===== config.mk =====
export PLATFORM = sky130hd
export DESIGN_NAME = player_cursor_arbiter_flat
export DESIGN_NICKNAME = d
export VERILOG_FILES = /design/src/rtl/player_cursor_arbiter_if.sv /design/src/rtl/player_cursor_arbiter.sv /design/src/flat_wrapper.sv
export SDC_FILE = /design/constraint.sdc
export NUM_CORES = 1
export LEC_CHECK = 0
export CORE_UTILIZATION = 54
export CTS_CLUSTER_DIAMETER = 200
export DETAILED_ROUTE_END_ITERATION = 8
export HOLD_SLACK_MARGIN = 0.12
export PLACE_DENSITY = 0.81
export SYNTH_ARGS = -nofsm -noshare
export SYNTH_HDL_FRONTEND = slang
export SYNTH_SLANG_ARGS = --single-unit

===== constraint.sdc =====
create_clock -name clk -period 5.4 [get_ports clk]
set_input_delay 0.54 -clock clk [delete_from_list [all_inputs] [get_ports clk]]
set_output_delay 0.54 -clock clk [all_outputs]
set_load 0.01 [all_outputs]

===== src/rtl/player_cursor_arbiter_if.sv =====
// Signal bundle between the video timing / switch inputs and the cursor arbiter.
// The slave modport is the arbiter's view; master is the driver/consumer side.
interface player_cursor_arbiter_if;
    logic [8:0] hpos;
    logic [8:0] vpos;
    logic [4:0] p1_dir;
    logic [4:0] p2_dir;
    logic [8:0] char_x;
    logic [8:0] char_y;
    logic       owner;
    logic       busy;
    logic       moved;

    modport master (
        output hpos, vpos, p1_dir, p2_dir,
        input  char_x, char_y, owner, busy, moved
    );

    modport slave (
        input  hpos, vpos, p1_dir, p2_dir,
        output char_x, char_y, owner, busy, moved
    );
endinterface


===== src/rtl/player_cursor_arbiter.sv =====
// Once-per-frame round-robin arbiter sharing a character cursor between two d-pads.
// Define CURSOR_WRAP_EN to wrap out-of-range moves instead of saturating them.
module player_cursor_arbiter #(
    parameter int H_ACTIVE = 256,
    parameter int V_ACTIVE = 240,
    parameter int CHAR_W   = 48,
    parameter int CHAR_H   = 48,
    parameter int STEP     = 2,
    parameter int INIT_X   = 64,
    parameter int INIT_Y   = 30
) (
    input  logic                    clk,
    input  logic                    reset,
    player_cursor_arbiter_if.slave  bus
);

    localparam logic [1:0] S_IDLE = 2'd0;
    localparam logic [1:0] S_ARB  = 2'd1;
    localparam logic [1:0] S_MOVE = 2'd2;

    localparam logic signed [9:0] X_MAX  = 10'(H_ACTIVE - CHAR_W);
    localparam logic signed [9:0] Y_MAX  = 10'(V_ACTIVE - CHAR_H);
    localparam logic signed [9:0] STEP_S = 10'(STEP);
    localparam logic [8:0]        HOME_X = 9'(INIT_X);
    localparam logic [8:0]        HOME_Y = 9'(INIT_Y);

    // Brings an out-of-range coordinate back inside [0, vmax].
    function automatic logic [8:0] fit(input logic signed [9:0] v, input logic signed [9:0] vmax);
        logic signed [9:0] r;
`ifdef CURSOR_WRAP_EN
        if (v < 10'sd0) begin
            r = vmax;
        end else if (v > vmax) begin
            r = 10'sd0;
        end else begin
            r = v;
        end
`else
        if (v < 10'sd0) begin
            r = 10'sd0;
        end else if (v > vmax) begin
            r = vmax;
        end else begin
            r = v;
        end
`endif
        return 9'(r);
    endfunction

    logic [1:0] state_q, state_d;
    logic       seen_q, seen_d;
    logic       frame_start_q, frame_start_d;
    logic [4:0] p1_lat_q, p1_lat_d;
    logic [4:0] p2_lat_q, p2_lat_d;
    logic       owner_q, owner_d;
    logic       last_grant_q, last_grant_d;
    logic [8:0] char_x_q, char_x_d;
    logic [8:0] char_y_q, char_y_d;
    logic       busy_q, busy_d;
    logic       moved_q, moved_d;

    logic              tick_s;
    logic              req1_s, req2_s, grant_s;
    logic [4:0]        sel_s;
    logic signed [9:0] dx_s, dy_s, nx_s, ny_s;
    logic [8:0]        x_new_s, y_new_s;

    // Start-of-vblank detection: pulse once on the first cycle the position is seen.
    always_comb begin
        tick_s        = (bus.vpos == 9'(V_ACTIVE)) && (bus.hpos == 9'd0);
        seen_d        = tick_s;
        frame_start_d = tick_s && !seen_q;
    end

    // Move target computed from the granted player's latched switches.
    always_comb begin
        sel_s = owner_q ? p2_lat_q : p1_lat_q;
        case (sel_s[1:0])
            2'b01:   dx_s = -STEP_S;
            2'b10:   dx_s = STEP_S;
            default: dx_s = 10'sd0;
        endcase
        case (sel_s[3:2])
            2'b01:   dy_s = -STEP_S;
            2'b10:   dy_s = STEP_S;
            default: dy_s = 10'sd0;
        endcase
        nx_s = $signed({1'b0, char_x_q}) + dx_s;
        ny_s = $signed({1'b0, char_y_q}) + dy_s;
        if (sel_s[4]) begin
            x_new_s = HOME_X;
            y_new_s = HOME_Y;
        end else begin
            x_new_s = fit(nx_s, X_MAX);
            y_new_s = fit(ny_s, Y_MAX);
        end
    end

    // Arbitration FSM next-state and output logic.
    always_comb begin
        state_d      = state_q;
        p1_lat_d     = p1_lat_q;
        p2_lat_d     = p2_lat_q;
        owner_d      = owner_q;
        last_grant_d = last_grant_q;
        char_x_d     = char_x_q;
        char_y_d     = char_y_q;
        moved_d      = 1'b0;
        req1_s       = |bus.p1_dir;
        req2_s       = |bus.p2_dir;
        if (req1_s && req2_s) begin
            grant_s = ~last_grant_q;
        end else if (req2_s) begin
            grant_s = 1'b1;
        end else begin
            grant_s = 1'b0;
        end
        case (state_q)
            S_IDLE: begin
                if (frame_start_q) begin
                    state_d = S_ARB;
                end else begin
                    state_d = S_IDLE;
                end
            end
            S_ARB: begin
                p1_lat_d = bus.p1_dir;
                p2_lat_d = bus.p2_dir;
                if (req1_s || req2_s) begin
                    owner_d      = grant_s;
                    last_grant_d = grant_s;
                    state_d      = S_MOVE;
                end else begin
                    state_d = S_IDLE;
                end
            end
            S_MOVE: begin
                char_x_d = x_new_s;
                char_y_d = y_new_s;
                moved_d  = (x_new_s != char_x_q) || (y_new_s != char_y_q);
                state_d  = S_IDLE;
            end
            default: begin
                state_d = S_IDLE;
            end
        endcase
        busy_d = (state_d != S_IDLE);
    end

    // State and output registers; reset drops any in-flight move.
    always_ff @(posedge clk) begin
        if (reset) begin
            state_q       <= S_IDLE;
            seen_q        <= 1'b0;
            frame_start_q <= 1'b0;
            p1_lat_q      <= 5'd0;
            p2_lat_q      <= 5'd0;
            owner_q       <= 1'b0;
            last_grant_q  <= 1'b1;
            char_x_q      <= HOME_X;
            char_y_q      <= HOME_Y;
            busy_q        <= 1'b0;
            moved_q       <= 1'b0;
        end else begin
            state_q       <= state_d;
            seen_q        <= seen_d;
            frame_start_q <= frame_start_d;
            p1_lat_q      <= p1_lat_d;
            p2_lat_q      <= p2_lat_d;
            owner_q       <= owner_d;
            last_grant_q  <= last_grant_d;
            char_x_q      <= char_x_d;
            char_y_q      <= char_y_d;
            busy_q        <= busy_d;
            moved_q       <= moved_d;
        end
    end

    assign bus.char_x = char_x_q;
    assign bus.char_y = char_y_q;
    assign bus.owner  = owner_q;
    assign bus.busy   = busy_q;
    assign bus.moved  = moved_q;

endmodule

===== src/flat_wrapper.sv =====
// flat-port wrapper written by rule: the top's interface ports become plain ports
module player_cursor_arbiter_flat 
#(
    parameter int H_ACTIVE = 256,
    parameter int V_ACTIVE = 240,
    parameter int CHAR_W   = 48,
    parameter int CHAR_H   = 48,
    parameter int STEP     = 2,
    parameter int INIT_X   = 64,
    parameter int INIT_Y   = 30
)
  (clk, reset, bus_hpos, bus_vpos, bus_p1_dir, bus_p2_dir, bus_char_x, bus_char_y, bus_owner, bus_busy, bus_moved);
  player_cursor_arbiter_if bus_i ();
  input  logic clk;
  input  logic reset;
  input wire logic [$bits(bus_i.hpos)-1:0] bus_hpos;
  input wire logic [$bits(bus_i.vpos)-1:0] bus_vpos;
  input wire logic [$bits(bus_i.p1_dir)-1:0] bus_p1_dir;
  input wire logic [$bits(bus_i.p2_dir)-1:0] bus_p2_dir;
  output wire logic [$bits(bus_i.char_x)-1:0] bus_char_x;
  output wire logic [$bits(bus_i.char_y)-1:0] bus_char_y;
  output wire logic [$bits(bus_i.owner)-1:0] bus_owner;
  output wire logic [$bits(bus_i.busy)-1:0] bus_busy;
  output wire logic [$bits(bus_i.moved)-1:0] bus_moved;
  assign bus_i.hpos = bus_hpos;
  assign bus_i.vpos = bus_vpos;
  assign bus_i.p1_dir = bus_p1_dir;
  assign bus_i.p2_dir = bus_p2_dir;
  assign bus_char_x = bus_i.char_x;
  assign bus_char_y = bus_i.char_y;
  assign bus_owner = bus_i.owner;
  assign bus_busy = bus_i.busy;
  assign bus_moved = bus_i.moved;
  player_cursor_arbiter #(.H_ACTIVE(H_ACTIVE), .V_ACTIVE(V_ACTIVE), .CHAR_W(CHAR_W), .CHAR_H(CHAR_H), .STEP(STEP), .INIT_X(INIT_X), .INIT_Y(INIT_Y)) u_core (.clk(clk), .reset(reset), .bus(bus_i));
endmodule

Word level (Yosys, flattened, before mapping)
Cells that the tools add are included.

storage, ports and cells
  bits of input ports = 30
  flip-flop bits (word level) = 36
  output and inout bits = 21
  word-level logic and storage cells = 55

cells by class
  $add $sub $neg = 2
  bitwise gates (word level) = 2
  multiplexer cells = 14
  equal/unequal tests = 9
  $lt $le $gt $ge = 4
  reduce and logical (&&, ||, !) cells = 13

operators with widths
  kind                                                                   number
  9-bit two-way mux                                                      6
  10-bit case mux with 2 select lines                                    2
  10-bit adder                                                           2
  10-bit by 9-bit > comparator with 1-bit output, second input constant  2
  10-bit by 1-bit < comparator with 1-bit output, second input constant  2
  9-bit != test                                                          2
  5-bit OR reduction                                                     2
  9-bit by 8-bit == test with 1-bit output, second input constant        1
  9-bit zero test                                                        1
  2-bit by 1-bit == test with 1-bit output, second input constant        3
  2-bit == test, second input constant                                   3
  5-bit two-way mux                                                      1
  2-bit case mux with 2 select lines                                     1
  1-bit logical AND                                                      3
  1-bit two-way mux                                                      3
  2-bit zero test                                                        1
  1-bit logical OR                                                       2
  2-bit two-way mux                                                      1
  1-bit NOT                                                              2
  2-bit AND reduction                                                    1
  2-bit nonzero test                                                     1
  2-bit OR reduction                                                     1
  1-bit zero test                                                        1

Logic depth before layout (Yosys ltp)
Gate-level depths: netlist of run 1.

  depth in word-level cells = 10
  mapped depth = 17
  depth with buffers taken out = 14

Worst setup path before layout of run 1
Ideal clock, no wire load.

  kind = register to register
  start = register u_core.owner_q (netlist: u_core.bus.owner)
  end = register u_core.moved_q (netlist: u_core.bus.moved)
  arrival = 4.120 ns
  period minus slack after synthesis = 4.242 ns
  data required time = 5.278 ns
  path buffers = 4
  cell stages (with the launch flop) = 18
  path slack = 1.158 ns
  library setup time = 0.122 ns
  cells stage by stage = dfxtp_1 clkbuf_1 mux2_2 ha_1 buf_2 buf_2 xor2_1 ha_1 nor4_1 or4_1 buf_2 o311ai_2 o31ai_2 a211oi_2 nor3_4 o32ai_1 nand4bb_1 o311a_1

between the ends
  cells in the longest elaborated chain, start to end = 10
  elaborated cells between the ends (all ways) = 22
  classes of those cells = 2 x add/sub; 4 x order compare; 6 x eq/ne; 9 x mux; 1 x reduce/logical

RTL lines
  element                                                        line                                                      RTL
  start, declared                                                player_cursor_arbiter.sv:55                               logic owner_q, owner_d;
  start signal, assigned                                         player_cursor_arbiter.sv:170                              owner_q <= owner_d;
  5-bit two-way mux (*)                                          player_cursor_arbiter.sv:77                               sel_s = owner_q ? p2_lat_q : p1_lat_q;
  2-bit == test (tied with other cells)                          player_cursor_arbiter.sv:78                               case (sel_s[1:0])
  10-bit case mux with 2 select lines, on equally long branches  player_cursor_arbiter.sv:78, player_cursor_arbiter.sv:83
  10-bit adder, on equally long branches                         player_cursor_arbiter.sv:88, player_cursor_arbiter.sv:89
  10-bit by 9-bit > comparator with 1-bit output                 player_cursor_arbiter.sv:41                               end else if (v > vmax) begin
  9-bit two-way mux                                              player_cursor_arbiter.sv:41
  9-bit two-way mux                                              player_cursor_arbiter.sv:39                               if (v < 10'sd0) begin
  9-bit two-way mux                                              player_cursor_arbiter.sv:90                               if (sel_s[4]) begin
  9-bit != test                                                  player_cursor_arbiter.sv:140                              moved_d = (x_new_s != char_x_q) || (y_new_s != char_y_q);
  1-bit logical OR (*)                                           player_cursor_arbiter.sv:140
  end signal, assigned                                           player_cursor_arbiter.sv:175                              moved_q <= moved_d;
  end, declared                                                  player_cursor_arbiter.sv:60                               logic moved_q, moved_d;

Every way passes the cells marked *; elsewhere a longest branch is shown, timed or not.
A chain may end at the register's enable or synchronous reset.

Worst setup path after layout of run 1
Same ends and word-level chain as after synthesis.

==> metrics.yaml, run 1 <==
worst_setup_path:
  r2r_setup_slack_ns: 0.86
  startpoint: "u_core.bus.owner"
  rr_startpoint: "u_core.bus.owner"
  cp-endpoint: "u_core.bus.moved"
  critPathArrivalTime_ns: 4.71
  cp_max_fo: 28
  path_cells: "mux2i_1 > ha_1 > xor2_1 > ha_1 > nor4_1 > or4_1 > o311ai_2 > o31ai_2 > a211oi_2 > nor3_4 > o32ai_1 > nand4bb_1 > o311a_1"
  crit_slowest_cell: "ha_1"
  crit_family: "compound AO/OA/AOI/OAI gates"
  reg2reg_depth: 13
  cp.depth: 13
  cpMostUsedCell: "ha_1"
  end_kind: "register"
  regToRegEndpoint: "u_core.bus.moved"
  start_kind: "register"
  crit_type: "reg -> reg"
  crit_buf_inv: 0
  critPathMaxStageDelay_ns: 0.75
  cp_data_required_time_ns: 5.57
grt:
  antenna_found_initial: 0
  grt_pass1_vias: 2599
  grt_pass1_wl_um: 12300
  grt-ovfl-total: 0
  grt_max_degree: 29
  grt_usage_pct: 27.6
detailed_routing:
  drtIter0Drc: 251
  drt_pre_antenna_iters: 4
  routedWlPerCell_um: 15.5
  viasPerCell: 6.29
  wl_um: 7410
  drc: 0
  ant_nets: 0
  vias: 3006
synthesis:
  synth_simple_gate_area_share_pct: 27.0
  synth_adder_area_share_pct: 6.63
  netlist_instances: 373
  synth_cell_type_count: 71
  avgSynthCellArea_um2: 7.89
  synth-warning-count: 0
  ys_seq_elements: 36
  yosys.area_share.xor_xnor_pct: 3.87
  synth_compound_area_share_pct: 30.5
  synth_top_family_by_area: "compound AO/OA/AOI/OAI gates"
  synthMuxAreaShare_pct: 2.51
  ys_async_sr_fraction_pct: 0
  netlist_area_mm2: 0.00294
  synth_ff_type: "dfxtp_1"
  yosysSeqAreaShare_pct: 24.5
  synth-edff-count: 0
  synthesis.nets: 418
clock_tree:
  postCtsSetupBuffers: 0
  cts_tree: "built"
  clock-sinks: 36
  holdBufCountCts: 0
  htreeDepth: 2
  path_clk_slew_ns: 0.07
  clockBufferDepth: 2
  cts_buffers: 5
  worstSkewPairLatency_ns: 0.29
  root_buffer: "clkbuf_8"
  cts_repair_resize_count: 0
placed_design:
  place_area_mm2: 0.00343
  portBuffers: 50
  dp_hpwl_um: 5410
  place.gp.congestion: 0.869
  dpl_worst_slack_ns: 0.876
timing:
  fin_ws_ns: 0.858
  worst_pin_slew_ns: 0.910
  slew_headroom_pct: 39.1
  hold-worst-slack_ns: 0.391
  min_period_ns: 4.54
  setup_viol: 0
  grt_setup_unrepaired: "false"
  finalCritPeriodShare_pct: 84.1
  slew_viol_final: 0
  finClkSkew_ns: 0.00910
  fmax_mhz: 220
  tns_ns: 0
  hold_viol_final: 0
hold_path:
  hold_depth: 1
  hp-start: "u_core.seen_q"
  hold_path.class: "reg -> reg"
power_and_ir_drop:
  vdd_drop_max_uv: 154
  pwr-share-seq_pct: 50.5
  clockPowerShare_pct: 44.2
  total_power_uw: 526
  p_sw_uw: 104
  p_per_area_mw_per_mm2: 149
  p_int_uw: 422
  swShare_pct: 19.8
  pwr-share-comb_pct: 5.4
  leakagePower_uw: 0.00130
cells_and_area:
  final_area_mm2: 0.00354
  nFillCells: 441
  final_cell_mix: "50 x clkdlybuf4s50_1, 39 x nand2_1, 36 x dfxtp_1"
  final_common_cell: "clkdlybuf4s50_1"
  area_growth_pct: 20.2
  multi_input_area_mm2: 0.00207
  layout.nets: 452
  register_area_um2: 721
  diodes: 0
  drive_above_1_share_pct: 6.13
floorplan:
  core_mm2: 0.00517
  die_y_um: 75.8
  die_x_um: 75.8
  start_util_pct: 56.9
  die-area_mm2: 0.00575
  num_rows: 26
  ioPinCount: 51
outcome:
  outcome: "completed"
run:
  drv_cap: 0
synth_stat cells, types with 4 or more instances:
library cell / count / area (µm²)
o21a_1: 6 / 45.0
or2_2: 4 / 25.0
o21ai_0: 19 / 95.1
inv_1: 8 / 30.0
xnor2_1: 5 / 43.8
nand2b_1: 5 / 31.3
buf_2: 4 / 20.0
dfxtp_1: 36 / 721
nor2b_1: 4 / 25.0
nor3_1: 10 / 50.1
clkbuf_1: 17 / 63.8
and3_1: 6 / 37.5
xor2_1: 8 / 70.1
nand2_1: 39 / 146
nor2_1: 24 / 90.1
ha_1: 14 / 175
or3_1: 5 / 31.3
nor3b_1: 4 / 30.0
nand4_1: 4 / 25.0
nand3_1: 9 / 45.0
a21oi_1: 32 / 160
a32o_1: 4 / 40.0
o311a_1: 4 / 40.0
nor4b_1: 4 / 35.0
a22oi_1: 6 / 45.0
a211oi_1: 5 / 37.5
a21o_1: 6 / 45.0
mux2i_1: 4 / 40.0
o211ai_1: 5 / 37.5
stage by stage:
| stage | utilization [%] | cells |
|---|---|---|
| after detailed placement | 66.3 | 470 |
| after floorplan | - | 373 |
| final | 68.4 | 478 |
| after CTS | 68.4 | 478 |
| after global placement | 66.3 | 470 |
| after global routing | 68.4 | 478 |
final cells by class:
cell class                 instances  share of cell area, %
sequential                        36                   20.4
tap                               70                   2.48
clock inverter                     2                  0.991
clock buffer                       6                   2.05
multi-input combinational        304                   58.7
inverter                           8                  0.849
timing repair buffer              52                   14.6
cells by family (layout without fill, tap and decap cells):
| kind of cell | Yosys count | count (layout) |
|---|---|---|
| and+or+nand+nor | 144 | 144 |
| adders and majority gates | 15 | 15 |
| xor gates and xnor gates | 13 | 13 |
| buffers and inverters | 33 | 68 |
| muxes | 7 | 7 |
| AOI/OAI and AO/OA | 125 | 125 |
| DFF | 36 | 36 |
flip-flops by register name, indices dropped and copies added (netlist names):
name,cells
u_core.state_q,2
u_core.last_grant_q,1
u_core.bus.owner,1
u_core.bus.moved,1
u_core.bus.char_y,9
u_core.seen_q,1
u_core.p2_lat_q,5
u_core.bus.char_x,9
u_core.frame_start_q,1
u_core.bus.busy,1
u_core.p1_lat_q,5
metal layers:
metal / track usage, % / vias up / routed length (µm)
li1: - / 1484 / -
met3: 4.89 / 12 / 473
met5: 0 / - / 0
met1: 38.4 / 1405 / 3400
met4: 5.97 / 0 / 97
met2: 44.3 / 105 / 3450
power groups by stage:
stage | Clock [µW] | Combinational, µW | Sequential (µW)
global placement | 0 | 27.7 | 271
global route | 244 | 30.3 | 265
floorplan | 0 | 4.46 | 271
finish | 232 | 28.2 | 265
CTS | 233 | 28.3 | 265
detailed placement | 0 | 28.1 | 271
worst min-delay path by stage:
stage | to | slack [ns]
CTS | u_core.frame_start_q | 0.40
global route | u_core.frame_start_q | 0.40
finish | u_core.frame_start_q | 0.39
floorplan | u_core.frame_start_q | 0.37
detailed placement | u_core.frame_start_q | 0.39
global placement | u_core.frame_start_q | 0.37
Power figures use the tool's default switching activity.
==> run 2: changes to the inputs <==
CORE_UTILIZATION = 49   (was 54)
PLACE_DENSITY = 0.78   (was 0.81)
clock period = 3.8 ns   (was 5.4 ns; I/O delays follow)
==> metrics.yaml, run 2 (same netlist as run 1, synthesis figures left out) <==
timing:
  finClkSkew_ns: 0.0101  # +0.000964 ns
  hold-worst-slack_ns: 0.382  # -0.00823 ns
  fmax_mhz: 260  # +18%
  finalCritPeriodShare_pct: 101  # +17 points
  slew_viol_final: 0  # unchanged
  setup_viol: 1  # +1
  slew_headroom_pct: 46.0  # +6.9 points
  hold_viol_final: 0  # unchanged
  fin_ws_ns: -0.0416  # -0.900 ns
  grt_setup_unrepaired: "true"
  min_period_ns: 3.84  # -0.700 ns
  worst_pin_slew_ns: 0.809  # -0.102 ns
cells_and_area:
  nFillCells: 411  # -6.8%
  final_common_cell: "clkdlybuf4s50_1"
  diodes: 0  # unchanged
  layout.nets: 491  # +8.6%
  area_growth_pct: 39.9
  final_cell_mix: "50 x clkdlybuf4s50_1, 39 x nand2_1, 37 x buf_4"
  register_area_um2: 724  # +0.52%
  multi_input_area_mm2: 0.00235  # +13%
  final_area_mm2: 0.00412  # +16%
  drive_above_1_share_pct: 21.7  # +16 points
worst_setup_path:
  critPathArrivalTime_ns: 4.04  # -0.67 ns
  regToRegEndpoint: "u_core.bus.moved"
  crit_type: "reg -> reg"
  cp_max_fo: 6  # -79%
  r2r_setup_slack_ns: -0.04  # -0.90 ns
  end_kind: "register"
  rr_startpoint: "u_core.bus.owner"
  cp_data_required_time_ns: 4.00  # -1.57 ns
  start_kind: "register"
  reg2reg_depth: 13  # unchanged
floorplan:
  ioPinCount: 51  # unchanged
  die_y_um: 79.5  # +4.8%
  num_rows: 27  # +3.8%
  start_util_pct: 52.2  # -4.7 points
  die_x_um: 79.5  # +4.8%
  die-area_mm2: 0.00632  # +9.9%
  core_mm2: 0.00564  # +9.1%
clock_tree:
  cts_tree: "built"
  htreeDepth: 2  # unchanged
  root_buffer: "clkbuf_8"
  holdBufCountCts: 0  # unchanged
  clockBufferDepth: 2  # unchanged
  path_clk_slew_ns: 0.08  # about the same
  cts_buffers: 5  # unchanged
  clock-sinks: 36  # unchanged
  worstSkewPairLatency_ns: 0.30  # about the same
hold_path:
  hold_depth: 1  # unchanged
  min_to: "u_core.frame_start_q"
  hp-start: "u_core.seen_q"
  hold_path.class: "reg -> reg"
grt:
  grt_use_met3_pct: 5.37  # +0.48 points
  grt-ovfl-total: 0  # unchanged
  grt_usage_pct: 27.7  # +0.11 points
  grt_pass1_wl_um: 14000  # +14%
  busiest_layer: "met2"
  use_met2_pct: 46.0  # +1.6 points
  antenna_found_initial: 0  # unchanged
  grt_max_degree: 22  # -24%
  grt_pass1_vias: 3141  # +21%
  grt_use_met1_pct: 33.9  # -4.4 points
detailed_routing:
  routedWlPerCell_um: 17.2  # +11%
  drc: 0  # unchanged
  ant_nets: 0  # unchanged
  drt_pre_antenna_iters: 6  # +2
  drtIter0Drc: 260  # +3.6%
  wl_um: 8900  # +20%
  viasPerCell: 6.38  # +1.5%
  vias: 3312  # +10%
run:
  drv_cap: 0  # unchanged
power_and_ir_drop:
  total_power_uw: 760  # +45%
  p_per_area_mw_per_mm2: 184  # +24%
  vdd_drop_max_uv: 181  # +18%
  leakagePower_uw: 0.00154  # +18%
placed_design:
  place_area_mm2: 0.00371  # +8.2%
  place.gp.congestion: 0.924  # +6.3%
  dp_hpwl_um: 5950  # +9.9%
  portBuffers: 50  # unchanged
outcome:
  violations: "negative setup slack"
  outcome: "complete, but fails checks"
-- run 2: cell types whose count changed in the layout (fill, tap and decap cells not counted), moves of 3 or more --
cell / change
buf_6: +3
buf_4: +35
ha_1: -7
ha_4: +6
-- run 2: critical path, stage by stage (launching register included) --
cell and delay [ns]:
dfxtp_4 0.40, mux2_4 0.32, ha_4 0.26, inv_1 0.06, ha_4 0.16, fa_2 0.45
or2_4 0.24, or3_4 0.35, o311ai_4 0.28, and3_4 0.28, and4b_1 0.22, o21ai_1 0.09
a221o_1 0.30, o311a_1 0.32
-- run 2: per-stage QoR --
| stage | worst slack (ns) | instances | util, % | TNS, ns |
|---|---|---|---|---|
| after floorplan | -0.106 | 373 | - | -0.106 |
| final | -0.0416 | 519 | 73.0 | -0.0416 |
| after detailed placement | -0.164 | 503 | 65.7 | -0.164 |
| after global routing | -0.136 | 519 | 73.0 | -0.146 |
| after CTS | 0.00828 | 513 | 68.4 | 0 |
| after global placement | -0.0482 | 503 | 65.7 | -0.0482 |
-- run 2: repair_timing --
item | CTS | global route
endpoints found under the setup margin | 1 | 3
buffers inserted | 1 | 6
pin swaps | 3 | 20
resized for setup | 8 | 36
gates cloned | 1 | 0
-- run 2: worst max-delay path by stage --
stage | from | to | slack, ns | cells past startpoint
after floorplan | u_core.bus.owner | u_core.bus.moved | -0.11 | 15
after detailed placement | u_core.bus.owner | u_core.bus.moved | -0.16 | 13
after CTS | u_core.bus.owner | u_core.bus.moved | 0.008 | 13
final | u_core.bus.owner | u_core.bus.moved | -0.04 | 13
after global routing | u_core.bus.owner | u_core.bus.moved | -0.14 | 13
after global placement | u_core.bus.owner | u_core.bus.moved | -0.05 | 15
-- run 2: final cells by class --
type / instances / share of cell area, %
Multi-Input combinational cell: 305 / 57.1
Timing Repair Buffer: 90 / 19.7
Sequential cell: 36 / 17.6
Tap cell: 72 / 2.19
Clock buffer: 5 / 1.67
Clock inverter: 3 / 1.03
Inverter: 8 / 0.729
-- run 2: layer usage --
| layer | vias up | wire (µm) |
|---|---|---|
| li1 | 1559 | - |
| met1 | 1558 | 3680 |
| met2 | 159 | 4280 |
| met3 | 36 | 654 |
| met4 | 0 | 292 |
| met5 | - | 0 |
-- run 2: power breakdown --
| part | internal [µW] | switching [µW] |
|---|---|---|
| clock network | 194 | 148 |
| logic | 28.3 | 12.9 |
| registers | 376 | 0.000158 |
| total | 599 | 161 |
==> run 3: changes to the inputs <==
CORE_UTILIZATION = 54   (was 49)
PLACE_DENSITY = 0.81   (was 0.78)
clock period = 4.3 ns   (was 3.8 ns; I/O delays follow)
==> metrics.yaml, run 3 (same netlist as run 1, synthesis figures left out) <==
outcome:
  outcome: "completed"
power_and_ir_drop:
  clockPowerShare_pct: 44.9  # -0.2 points
  total_power_uw: 668  # -12%
  leakagePower_uw: 0.00134  # -13%
  pwr-share-comb_pct: 5.3  # about the same
  p_per_area_mw_per_mm2: 185  # +0.17%
  p_sw_uw: 139  # -14%
  pwr-share-seq_pct: 49.8  # +0.3 points
  p_int_uw: 529  # -12%
  swShare_pct: 20.8  # -0.37 points
  vdd_drop_max_uv: 136  # -25%
cells_and_area:
  diodes: 0  # unchanged
  area_growth_pct: 22.9
  fin_util_pct: 69.9  # -3.1 points
  drive_above_1_share_pct: 9.13  # -13 points
  layoutNonFillerInstCount: 486  # -6.4%
  final_common_cell: "clkdlybuf4s50_1"
  final_cell_mix: "50 x clkdlybuf4s50_1, 39 x nand2_1, 36 x dfxtp_1"
  layout.nets: 460  # -6.3%
  nFillCells: 420  # +2.2%
timing:
  hold_viol_final: 0  # unchanged
  hold-worst-slack_ns: 0.391  # +0.00875 ns
  slew_headroom_pct: 35.1  # -11 points
  grt_setup_unrepaired: "false"
  finClkSkew_ns: 0.00384  # -0.00622 ns
  tns_ns: 0  # +0.0416 ns
  slew_viol_final: 0  # unchanged
  worst_pin_slew_ns: 0.971  # +0.162 ns
  fmax_mhz: 239  # -8.2%
  finalCritPeriodShare_pct: 97.3  # -3.8 points
  setup_viol: 0  # -1
  min_period_ns: 4.18  # +0.341 ns
grt:
  grt_usage_pct: 27.8  # +0.17 points
  antenna_found_initial: 0  # unchanged
  grt_max_degree: 28  # +27%
  grt_pass1_wl_um: 12200  # -13%
  grt_pass1_vias: 2714  # -14%
  grt-ovfl-total: 0  # unchanged
floorplan:
  num_rows: 26  # -3.7%
  die_x_um: 75.8  # -4.6%
  start_util_pct: 56.9  # +4.7 points
  die_y_um: 75.8  # -4.6%
  die-area_mm2: 0.00575  # -9.0%
  core_mm2: 0.00517  # -8.3%
  ioPinCount: 51  # unchanged
detailed_routing:
  routedWlPerCell_um: 15.9  # -7.2%
  drc: 0  # unchanged
  vias: 3105  # -6.3%
  viasPerCell: 6.39  # +0.12%
  drtIter0Drc: 235  # -9.6%
  wl_um: 7740  # -13%
  ant_nets: 0  # unchanged
  drt_pre_antenna_iters: 5  # -1
placed_design:
  dp.cells: 478  # -5.0%
  portBuffers: 50  # unchanged
  dp_hpwl_um: 5670  # -4.7%
  place.gp.congestion: 0.917  # -0.77%
worst_setup_path:
  crit_slowest_cell: "fa_1"
  start_kind: "register"
  cp.depth: 13  # unchanged
  cpMostUsedCell: "ha_1"
  critPathMaxStageDelay_ns: 0.51  # +0.06 ns
  crit_buf_inv: 1  # unchanged
  crit_type: "reg -> reg"
  end_kind: "register"
  crit_family: "compound AO/OA/AOI/OAI gates"
  cp_data_required_time_ns: 4.48  # +0.48 ns
  cp_max_fo: 11  # +5
  reg2reg_depth: 13  # unchanged
  path_cells: "mux2_2 > ha_1 > inv_1 > ha_1 > fa_1 > or2_2 > or3_1 > o311ai_1 > and3_4 > a21boi_0 > a31oi_1 > a221o_1 > o311a_1"
  critPathArrivalTime_ns: 4.36  # +0.32 ns
run:
  drv_cap: 0  # unchanged
hold_path:
  hold_path.class: "reg -> reg"
  hold_depth: 1  # unchanged
clock_tree:
  clock-sinks: 36  # unchanged
  htreeDepth: 2  # unchanged
  worstSkewPairLatency_ns: 0.29  # about the same
  root_buffer: "clkbuf_8"
  postCtsSetupBuffers: 0  # -1
  cts_buffers: 5  # unchanged
  clockBufferDepth: 2  # unchanged
  cts_tree: "built"
  path_clk_slew_ns: 0.08  # about the same
  holdBufCountCts: 0  # unchanged
run 3: area by class of cell:
cell class	instances	area (µm²)	area share, %
tap	70	87.6	2.42
sequential	36	721	19.9
clock buffer	5	68.8	1.90
inverter	8	30.0	0.830
timing repair buffer	60	576	15.9
clock inverter	3	42.5	1.18
multi-input combinational	304	2090	57.8
run 3: stage by stage:
| stage | instance area [µm²] | setup WS [ns] |
|---|---|---|
| after floorplan | 2940 | 0.0581 |
| after global placement | 3490 | 0.236 |
| after detailed placement | 3490 | 0.0917 |
| after CTS | 3600 | 0.00255 |
| after global routing | 3620 | 0.00317 |
| final | 3620 | 0.117 |
run 3: worst reg2reg max path: stages (launching register included):
cell      delay, ns
dfxtp_1        0.41
mux2_2         0.36
ha_1           0.28
inv_1          0.04
ha_1           0.19
fa_1           0.51
or2_2          0.34
or3_1          0.31
o311ai_1       0.36
and3_4         0.32
a21boi_0       0.26
a31oi_1        0.08
a221o_1        0.33
o311a_1        0.28
run 3: timing repair:
action	4_1_cts	5_1_grt
endpoints found under the setup margin	0	2
resized for setup	0	6
endpoints found under the hold margin	0	0
run 3: worst paths after layout:
check | slack, ns | end | startpoint
max | 0.12 | u_core.bus.moved | u_core.bus.owner
min | 0.39 | u_core.frame_start_q | u_core.seen_q
min reg2reg | 0.39 | u_core.frame_start_q | u_core.seen_q
max reg2reg | 0.12 | u_core.bus.moved | u_core.bus.owner
run 3: power by group through the flow:
stage	clock network, µW	logic, µW	registers [µW]
detailed placement	0	35.1	341
floorplan	0	5.60	341
global route	317	37.9	333
CTS	305	35.2	333
global placement	0	34.8	341
finish	300	35.3	333
run 3: layer usage:
layer	track usage (%)	part of all wire [%]	up-vias	routed length [µm]
met5	0	0	-	0
li1	-	-	1501	-
met3	5.42	5.4	18	415
met1	34.6	43	1461	3360
met2	48.3	49	125	3820
met4	8.85	1.8	0	137
